### src/rtl/unidad_fetch.sv
// Instruction-fetch initiator: drives the instruction-memory address and presents
// {instruction, PC, valid} to IF/ID. Optional perf counters under FETCH_PERF_CNT_EN.
module unidad_fetch #(
  parameter int                   ANCHO_DIR = 10,
  parameter logic [ANCHO_DIR-1:0] PC_RESET  = '0,
  parameter logic [31:0]          HLT_CODE  = 32'h00000000
) (
  input  logic                 clk,
  input  logic                 reset_n,
  output logic [ANCHO_DIR-1:0] direccion,
  input  logic [31:0]          instruccion_mem,
  input  logic                 stall,
  input  logic                 salto_valido,
  input  logic [ANCHO_DIR-1:0] salto_destino,
  output logic [31:0]          instr_out,
  output logic [ANCHO_DIR-1:0] pc_out,
  output logic                 valida_out,
  output logic                 detenido
`ifdef FETCH_PERF_CNT_EN
  ,
  output logic [31:0]          cnt_instr,
  output logic [31:0]          cnt_stall
`endif
);

  typedef enum logic [1:0] {ARRANQUE, FETCH, HALT} estado_t;

  localparam logic [ANCHO_DIR-1:0] UNO = {{(ANCHO_DIR-1){1'b0}}, 1'b1};

  estado_t              estado, estado_sig;
  logic [ANCHO_DIR-1:0] pc, pc_sig;
  logic [ANCHO_DIR-1:0] pc_pend, pc_pend_sig;
  logic                 pend_valid, pend_valid_sig;

  always_ff @(posedge clk or negedge reset_n) begin
    if (!reset_n) begin
      estado     <= ARRANQUE;
      pc         <= PC_RESET;
      pc_pend    <= PC_RESET;
      pend_valid <= 1'b0;
    end else begin
      estado     <= estado_sig;
      pc         <= pc_sig;
      pc_pend    <= pc_pend_sig;
      pend_valid <= pend_valid_sig;
    end
  end

  // Redirect beats stall beats normal advance; a redirect also leaves HALT.
  always_comb begin
    estado_sig     = estado;
    pc_sig         = pc;
    pc_pend_sig    = pc_pend;
    pend_valid_sig = pend_valid;
    if (salto_valido) begin
      pc_pend_sig    = salto_destino;
      pc_sig         = salto_destino + UNO;
      pend_valid_sig = 1'b1;
      estado_sig     = FETCH;
    end else begin
      unique case (estado)
        ARRANQUE: begin
          pc_pend_sig    = pc;
          pc_sig         = pc + UNO;
          pend_valid_sig = 1'b1;
          estado_sig     = FETCH;
        end
        FETCH: begin
          if (!stall) begin
            if (valida_out && (instr_out == HLT_CODE)) begin
              estado_sig = HALT;
            end else begin
              pc_pend_sig    = pc;
              pc_sig         = pc + UNO;
              pend_valid_sig = 1'b1;
            end
          end
        end
        HALT: begin
          estado_sig = HALT;
        end
        default: begin
          estado_sig = ARRANQUE;
        end
      endcase
    end
  end

  // Re-reading pc_pend keeps the memory output stable while stalled or halted.
  assign direccion  = salto_valido ? salto_destino
                    : (stall || (estado == HALT)) ? pc_pend : pc;
  assign instr_out  = instruccion_mem;
  assign pc_out     = pc_pend;
  assign valida_out = pend_valid && (estado != HALT);
  assign detenido   = (estado == HALT);

`ifdef FETCH_PERF_CNT_EN
  always_ff @(posedge clk or negedge reset_n) begin
    if (!reset_n) begin
      cnt_instr <= 32'd0;
      cnt_stall <= 32'd0;
    end else if (estado != HALT) begin
      if (valida_out && !stall && !salto_valido && (cnt_instr != 32'hFFFFFFFF))
        cnt_instr <= cnt_instr + 32'd1;
      if ((estado == FETCH) && stall && (cnt_stall != 32'hFFFFFFFF))
        cnt_stall <= cnt_stall + 32'd1;
    end
  end
`endif

endmodule

### config.mk
export PLATFORM = sky130hd
export DESIGN_NAME = unidad_fetch
export DESIGN_NICKNAME = d
export VERILOG_FILES = /design/src/rtl/unidad_fetch.sv
export SDC_FILE = /design/constraint.sdc
export NUM_CORES = 1
export LEC_CHECK = 0
export CORE_MARGIN = 2
export CORE_UTILIZATION = 35
export DETAILED_ROUTE_END_ITERATION = 16
export PLACE_DENSITY_LB_ADDON = 0.12
export SKIP_LAST_GASP = 1
export SYNTH_ARGS = -nofsm -noshare
export SYNTH_HDL_FRONTEND = slang
export SYNTH_SLANG_ARGS = --single-unit
export TNS_END_PERCENT = 100
### constraint.sdc
create_clock -name clk -period 6.2 [get_ports clk]
set_input_delay 1.24 -clock clk [delete_from_list [all_inputs] [get_ports clk]]
set_output_delay 1.24 -clock clk [all_outputs]
set_load 0.01 [all_outputs]
# After elaboration in Yosys (flattened, before gate mapping)
# Cells that the tools add are included.
# word_totals
reg_bits,23
input_bits,46
out_inout_bits,54
word_cells,38
# classes
add_sub_neg,2
n_eq_ne,6
mux,18
n_reduce_logical,8
# ops
cell,n
2-to-1 mux 10 bit,8
one-hot mux 10 bit (2 select lines),2
zero test 32 bit,1
"adder 10 x 1 -> 10 bit, second input constant",2
"!= test 3 bit, second input constant",3
2-to-1 mux 2 bit,3
one-hot mux 2 bit (3 select lines),1
2-to-1 mux 1 bit,3
AND reduction 3 bit,1
nonzero test 3 bit,1
"equality test 2 x 1 -> 1 bit, second input constant",1
"equality test 2 bit, second input constant",1
logical AND 1 bit,2
zero test 2 bit,1
"!= test 2 bit, second input constant",1
one-hot mux 1 bit (2 select lines),1
AND reduction 2 bit,1
logical OR 1 bit,1

# Longest topological paths before layout
# Gate-level depths: netlist of run 1.
# logic_depth
word_depth,7
mapped_depth,10
ltp_nobuf,7

# Least setup slack after synthesis of run 1
# OpenSTA, ideal clock, no wires.
# synth_path
kind,input port to output port
from,in salto_valido
to,out direccion[2]
arrival_ps,2539
t_required_ps,4960
setup_slack_ps,2421
stages,5
n_path_buf,4
cell_sequence,buf_2 clkbuf_1 clkbuf_1 buf_2 mux2_2
# synth_between
elab_chain_len,1
# synth_rtl
element,line,text
from (decl),13,"input logic salto_valido,"
2-to-1 mux 10 bit,90,assign direccion = salto_valido ? salto_destino
to (decl),10,"output logic [ANCHO_DIR-1:0] direccion,"
# No other way between the ends.

# Final worst setup path of run 1
# layout_path
from,in stall
to,out direccion[4]
# layout_between
elab_chain_len,3
# layout_rtl
element,line,text
from (decl),12,"input logic stall,"
logical OR 1 bit,91,: (stall || (estado == HALT)) ? pc_pend : pc;
2-to-1 mux 10 bit,91,
2-to-1 mux 10 bit,90,
# No other way between the ends.

==> summary.md, run 1 <==
| Metric | Value |
|---|---|
| Status | `finished clean` |
| Crit end category | `primary output` |
| Slew headroom | `45.38%` |
| Final Hold Fails | `0` |
| DRC viols | `0` |
| Clock Skew | `0.005796 ns` |
| Top_reg_cell synth | `dfrtp_1` |
| Met3 Wirelength | `325 um` |
| F_max | `0.2124 GHz` |
| IO Port Bufs | `99` |
| Lkg Pwr | `1.142 nW` |
| # Post-CTS Setup Buffers | `0` |
| Die Y | `78.94 um` |
| Tmin final | `4.708 ns` |
| H-tree depth | `1` |
| Crit Path Max Fanout | `8` |
| Drt via density | `5.113` |
| Share of cells above drive strength 1 | `10.25%` |
| CTS Hold Buffers Added | `0` |
| WP data required | `4.96 ns` |
| Drt pass-1 iters | `4` |
| Ys async rst share | `100.0%` |
| Critical path type | `input port to primary output` |
| Fill cell count | `521` |
| Grt ovf | `0` |
| Critical path's slowest cell | `nor2_1` |
| Post-Syn Instances | `217` |
| Global-route wire length before repair | `8.645 mm` |
| Arr. time, crit path | `3.47 ns` |
| Final period util | `75.93%` |
| Yosys reg bits | `23` |
| Worst slew pin tran | `0.8163 ns` |
| DR WL met2 | `2.406 mm` |
| Final WL | `5.133 mm` |
| Clk_lat worst skew | `0.27 ns` |
| Largest net degree at the start of global routing | `56` |
| # rows | `27` |
| Pwr dens | `296.3 nW/um2` |
| Starting density of the core | `35.92%` |
| Setup TNS | `0 ns` |
| CTS tree | `yes` |
| Chip width | `78.94 um` |
| HPWL Detailed | `3.822 mm` |
| Max_cap viols | `0` |
| Area of the multi-input gates | `1069 um2` |
| P&R area growth vs syn | `44.37%` |
| Number of synthesized flops with an enable pin | `0` |
| Full die area | `6232 um2` |
| Syn avg cell area | `9.058 um2` |
| Final setup violation count | `0` |
| Register area | `575.6 um2` |
| Count of cell types in the netlist | `49` |
| Hold Crit Class | `flop to flop` |
| Clock slew at reported path FFs | `0.09 ns` |
| CTS buffer count | `3` |
| I/O pins | `100` |
| FF-to-FF setup slack | `3.87 ns` |
| Worst path cell trace | `clkdlybuf4s50_1 > nor2_1 > mux2_2 > mux2_2 > clkdlybuf4s50_1` |
| Highest routed layer | `met4` |
| CP max stage delay | `0.63 ns` |
| Dpl cells | `351` |
| Area of the core | `5473 um2` |
| Syn_nets | `267` |
| Syn. warnings | `0` |
| Clk buf depth | `2` |
| RSZ-0062 raised after global routing | `false` |
| Gr usage total | `17.13%` |
| DR vias | `1,815` |
| Post-synthesis sequential area ratio | `29.28%` |
| Synthesized area | `1966 um2` |
| Post-CTS Resized | `0` |
| Clock Sinks | `23` |
| Fin. max-slew vios | `0` |
| Routed Antenna Nets | `0` |
| Final #Nets | `334` |
| Wirelength per Cell | `14.46 um` |
| Vias in the first global route | `1,774` |
| Worst setup SP type | `input port` |
| Antenna cells | `0` |
| Initial antenna violation count | `0` |
| Drt initial violations | `60` |
| Final std cells w/o fill | `355` |
| M1 wire length | `2.378 mm` |
| Root Buffer | `clkbuf_8` |
| Worst vdd ir | `0.0001436 V` |
| Gpl congestion | `0.7314` |
==> synth_stat cells (2+ instances only) <==
library cell / n / area [um2]
a21oi_1: 12 / 60.06
a2bb2oi_1: 4 / 35.03
a31oi_1: 4 / 25.02
buf_2: 2 / 10.01
buf_4: 32 / 240.2
clkbuf_1: 5 / 18.77
dfrtp_1: 23 / 575.6
ha_1: 4 / 50.05
inv_1: 10 / 37.54
mux2_2: 12 / 135.1
mux2_4: 3 / 45.04
mux2i_1: 10 / 100.1
nand2_1: 12 / 45.04
nand2b_1: 2 / 12.51
nand3_1: 6 / 30.03
nand3b_1: 3 / 22.52
nand4_1: 4 / 25.02
nor2_1: 7 / 26.28
nor2b_1: 4 / 25.02
nor3b_1: 2 / 15.01
nor4_1: 4 / 25.02
nor4_2: 4 / 50.05
o21ai_0: 19 / 95.09
o22a_1: 2 / 17.52
o2bb2ai_1: 2 / 17.52
xnor2_1: 2 / 17.52
==> layer usage <==
layer / vias up / track usage, %
met1: 849 / 23.15
met2: 60 / 28.72
met5: - / 0
met3: 2 / 2.841
met4: 0 / 4.138
li1: 904 / -
==> flip-flops by register name, summed over array words and instances (netlist names) <==
register / flops
pc: 10
estado: 2
pc_out: 10
pend_valid: 1
==> per-stage QoR <==
stage / hold WS, ns / instance area [um2] / utilization, % / power (mW) / setup slack, ns
after floorplan: 0.4304 / 1966 / - / 0.5454 / 2.421
after global placement: 0.4489 / 2793 / 51.03 / 0.7426 / 1.468
after detailed placement: 0.4574 / 2793 / 51.03 / 0.7455 / 1.481
after CTS: 0.4784 / 2838 / 51.85 / 0.8476 / 1.452
after global routing: 0.5059 / 2838 / 51.85 / 0.9111 / 1.381
final: 0.4757 / 2838 / 51.85 / 0.8409 / 1.492
==> layout by cell type, fill, tap and decap left out, drive strengths merged, types with 2 or more instances in the layout <==
| master | n |
|---|---|
| a31oi | 4 |
| nand2b | 2 |
| a2bb2oi | 4 |
| dfrtp | 23 |
| nand2 | 13 |
| nor4 | 8 |
| nor2 | 7 |
| mux2i | 10 |
| nor3b | 2 |
| xnor2 | 2 |
| clkbuf | 4 |
| nor2b | 4 |
| buf | 4 |
| o2bb2ai | 2 |
| nand3 | 6 |
| o22a | 2 |
| inv | 10 |
| nand4 | 5 |
| ha | 4 |
| nand3b | 3 |
| a21oi | 12 |
| clkdlybuf4s50 | 99 |
| mux2 | 15 |
| o21ai | 19 |
==> layout make-up <==
| cell class | count | share of cell area (%) |
|---|---|---|
| timing repair buffer | 103 | 35.98 |
| clock buffer | 4 | 1.587 |
| inverter | 10 | 1.323 |
| multi-input combinational | 143 | 37.65 |
| sequential | 23 | 20.28 |
| tap | 72 | 3.175 |
==> cell families (layout without fill, tap and decap cells) <==
| group | after synthesis | count (layout) | synth area share (%) |
|---|---|---|---|
| adder cells (fa/ha/maj) | 4 | 4 | 2.546 |
| AO/OA/AOI/OAI | 54 | 54 | 18.33 |
| multiplexers | 25 | 25 | 14.26 |
| flip-flops | 23 | 23 | 29.28 |
| XOR/XNOR | 3 | 3 | 1.337 |
| AND/OR/NAND/NOR | 57 | 57 | 17.89 |
| buffers and inverters | 51 | 117 | 16.36 |
==> worst max-delay path: cells and delay by family <==
family                 cells  cell delay [ns]
buffers and inverters      2             0.92
muxes                      2             0.67
and+or+nand+nor            1             0.63
==> power breakdown <==
group,switching [mW],leakage [nW],internal [mW],total [mW]
Clock,0.0519,0.0228,0.0460,0.0978
Combinational,0.209,0.853,0.260,0.468
Sequential,0.0606,0.267,0.214,0.275
==> path summary, 6_finish.rpt <==
kind | cells past startpoint | from | end
hold / removal | 1 | pend_valid$_DFFE_PN0P_ | pend_valid$_DFFE_PN0P_
hold reg to reg | 1 | pend_valid$_DFFE_PN0P_ | pend_valid$_DFFE_PN0P_
setup / recovery | 5 | stall | direccion[4]
max in group asynchronous | 2 | reset_n | pc[6]$_DFFE_PN0P_
setup reg to reg | 7 | estado[0]$_DFFE_PN0P_ | pc_out[8]$_DFFE_PN0P_
min in group asynchronous | 2 | reset_n | estado[0]$_DFFE_PN0P_
(Power assumes the default switching activity.)
==> inputs of run 2 (changes only) <==
- clock period: 6.2 -> 4 ns (I/O delays scaled with it)
==> run 2 against run 1 <==
Net effect: clock skew down 0.0037 ns; via count increased by 0.39%; worst setup slack worse by 1.0 ns; sequential power grew 55%; worst hold slack lost 0.0037 ns; non-clock buffer count is 3 higher; count of clock-buffer cells in the layout decreased by 1; routed wire length shrank 0.72%; global-route usage down 0.60 points; critical endpoint unchanged; largest power group unchanged.
==> summary.md, run 2 (synthesized netlist as in run 1, its figures left out) <==
| Metric | Value |
|---|---|
| Final setup violation count | `0 (unchanged)` |
| Max_cap viols | `0 (unchanged)` |
| Tmin final | `3.515 ns` |
| CTS tree | `yes (unchanged)` |
| Lkg Pwr | `1.165 nW (was 1.142 nW)` |
| CTS Hold Buffers Added | `0 (unchanged)` |
| F_max | `0.2845 GHz` |
| Hold Path Origin | `pend_valid$_DFFE_PN0P_ (unchanged)` |
| Final Hold Fails | `0 (unchanged)` |
| Worst slew pin tran | `0.6475 ns (was 0.8163 ns)` |
| CP max stage delay | `0.48 ns (was 0.63 ns)` |
| FF-to-FF setup slack | `1.93 ns (was 3.87 ns)` |
| Fin. max-slew vios | `0 (unchanged)` |
| Post-CTS Resized | `0 (unchanged)` |
| Worst path cell trace | `clkdlybuf4s50_1 > nor2_1 > mux2_2 > mux2_2 > clkdlybuf4s50_1 (unchanged)` |
| Final #Nets | `337 (was 334)` |
| CTS buffer count | `3 (unchanged)` |
| Full die area | `6232 um2 (unchanged)` |
| Fin area | `2874 um2 (was 2838 um2)` |
| Root Buffer | `clkbuf_8 (unchanged)` |
| Clk_lat worst skew | `0.27 ns (about the same)` |
| DR vias | `1,822 (was 1,815)` |
| HPWL Detailed | `3.813 mm (was 3.822 mm)` |
| Global-route wire length before repair | `8.280 mm (was 8.645 mm)` |
| Status | `finished clean (unchanged)` |
| RSZ-0062 raised after global routing | `false (unchanged)` |
| Pwr dens | `458.3 nW/um2 (was 296.3 nW/um2)` |
| Antenna cells | `0 (unchanged)` |
| Gr usage total | `16.54% (was 17.13%)` |
| Final period util | `87.88%` |
| WP data required | `3.20 ns (was 4.96 ns)` |
| Drt pass-1 iters | `4 (unchanged)` |
| Crit path max-delay family | `buffers and inverters (unchanged)` |
| Post-DP Area | `2828 um2 (was 2793 um2)` |
| P&R area growth vs syn | `46.21% (was 44.37%)` |
| Grt ovf | `0 (unchanged)` |
| Starting density of the core | `35.92% (unchanged)` |
| Drt via density | `5.089 (was 5.113)` |
| # Post-CTS Setup Buffers | `0 (unchanged)` |
| Initial antenna violation count | `0 (unchanged)` |
| Critical path type | `input port to primary output (unchanged)` |
| Clk buf depth | `2 (unchanged)` |
| IO Port Bufs | `99 (unchanged)` |
| Clock Skew | `0.002064 ns (was 0.005796 ns)` |
| Clock slew at reported path FFs | `0.09 ns (about the same)` |
| Crit Path Max Fanout | `4 (was 8)` |
| Final WL | `5.096 mm (was 5.133 mm)` |
| Bufs and invs on worst path | `2 (unchanged)` |
| Worst setup SP type | `input port (unchanged)` |
| Worst reg2reg path depth | `8 (was 7)` |
| Chip width | `78.94 um (unchanged)` |
| Arr. time, crit path | `2.72 ns (was 3.47 ns)` |
| Largest net degree at the start of global routing | `56 (unchanged)` |
| Die Y | `78.94 um (unchanged)` |
| Most frequent cells in the layout | `99 x clkdlybuf4s50_1, 23 x dfrtp_1, 19 x o21ai_0 (unchanged)` |
| Worst r2r src | `estado[0]$_DFFE_PN0P_ (unchanged)` |
| Most common cell after layout, fill and taps aside | `clkdlybuf4s50_1 (unchanged)` |
| # rows | `27 (unchanged)` |
| DRC viols | `0 (unchanged)` |
| Routed Antenna Nets | `0 (unchanged)` |
| Drt initial violations | `76 (was 60)` |
| Gpl congestion | `0.7614 (was 0.7314)` |
| Crit end category | `primary output (unchanged)` |
| Clock Sinks | `23 (unchanged)` |
| Share of cells above drive strength 1 | `11.54% (was 10.25%)` |
| Reg2reg end | `pc_out[0]$_DFFE_PN0P_ (was pc_out[8]$_DFFE_PN0P_)` |
| WHS Path Cells | `1 (unchanged)` |
| H-tree depth | `1 (unchanged)` |
| Worst vdd ir | `0.0002628 V (was 0.0001436 V)` |
| Slew headroom | `56.27% (was 45.38%)` |
| Critical path's slowest cell | `clkdlybuf4s50_1 (was nor2_1)` |
| I/O pins | `100 (unchanged)` |
| Vias in the first global route | `1,757 (was 1,774)` |
| Worst hold endpoint | `pend_valid$_DFFE_PN0P_ (unchanged)` |
| Wirelength per Cell | `14.23 um (was 14.46 um)` |
| Setup TNS | `0 ns (unchanged)` |
| Hold Crit Class | `flop to flop (unchanged)` |
| Area of the core | `5473 um2 (unchanged)` |
-- run 2: changes by cell type in the layout (fill, tap and decap cells not counted), sizes merged --
| cell | previous run | this run |
|---|---|---|
| buf | 4 | 7 |
| clkbuf | 4 | 3 |
| clkinv | 0 | 1 |
-- run 2: report_power, final --
part / internal, mW / switching [mW] / leakage [nW]
Sequential: 0.332 / 0.0933 / 0.267
Combinational: 0.411 / 0.325 / 0.872
Clock: 0.0699 / 0.0859 / 0.0255
Total: 0.813 / 0.504 / 1.16
-- run 2: cell type report --
cell class                 count  area [um2]
tap                           72       90.09
sequential                    23       575.6
clock buffer                   3       41.29
inverter                      10       37.54
timing repair buffer         106        1056
multi-input combinational    143        1069
fill                         539        2599
clock inverter                 1       5.005
-- run 2: through the flow --
stage	setup WS [ns]	std cells	power, mW	utilization (%)	hold slack (ns)
floorplan	1.101	217	0.8454	-	0.4304
global placement	0.4694	354	1.162	51.67	0.4466
detailed placement	0.4682	354	1.166	51.67	0.4566
CTS	0.4608	358	1.328	52.51	0.4774
global route	0.4212	358	1.426	52.51	0.4855
finish	0.4847	358	1.317	52.51	0.4720
-- run 2: worst max path at each step --
stage / from / end / slack [ns] / cells after the start
after floorplan: salto_valido / direccion[2] / 1.10 / 5
after global placement: stall / direccion[4] / 0.47 / 5
after detailed placement: stall / direccion[4] / 0.47 / 5
after CTS: stall / direccion[4] / 0.46 / 5
after global routing: stall / direccion[2] / 0.42 / 5
final: stall / direccion[4] / 0.48 / 5
-- run 2: per-layer routing --
metal / global-route usage, % / part of all wire, % / vias to the layer above
met1: 22.97 / 48 / 859
li1: - / - / 903
met3: 2.727 / 6.2 / 4
met5: 0 / 0 / -
met2: 26.67 / 45 / 56
met4: 4.655 / 0.98 / 0
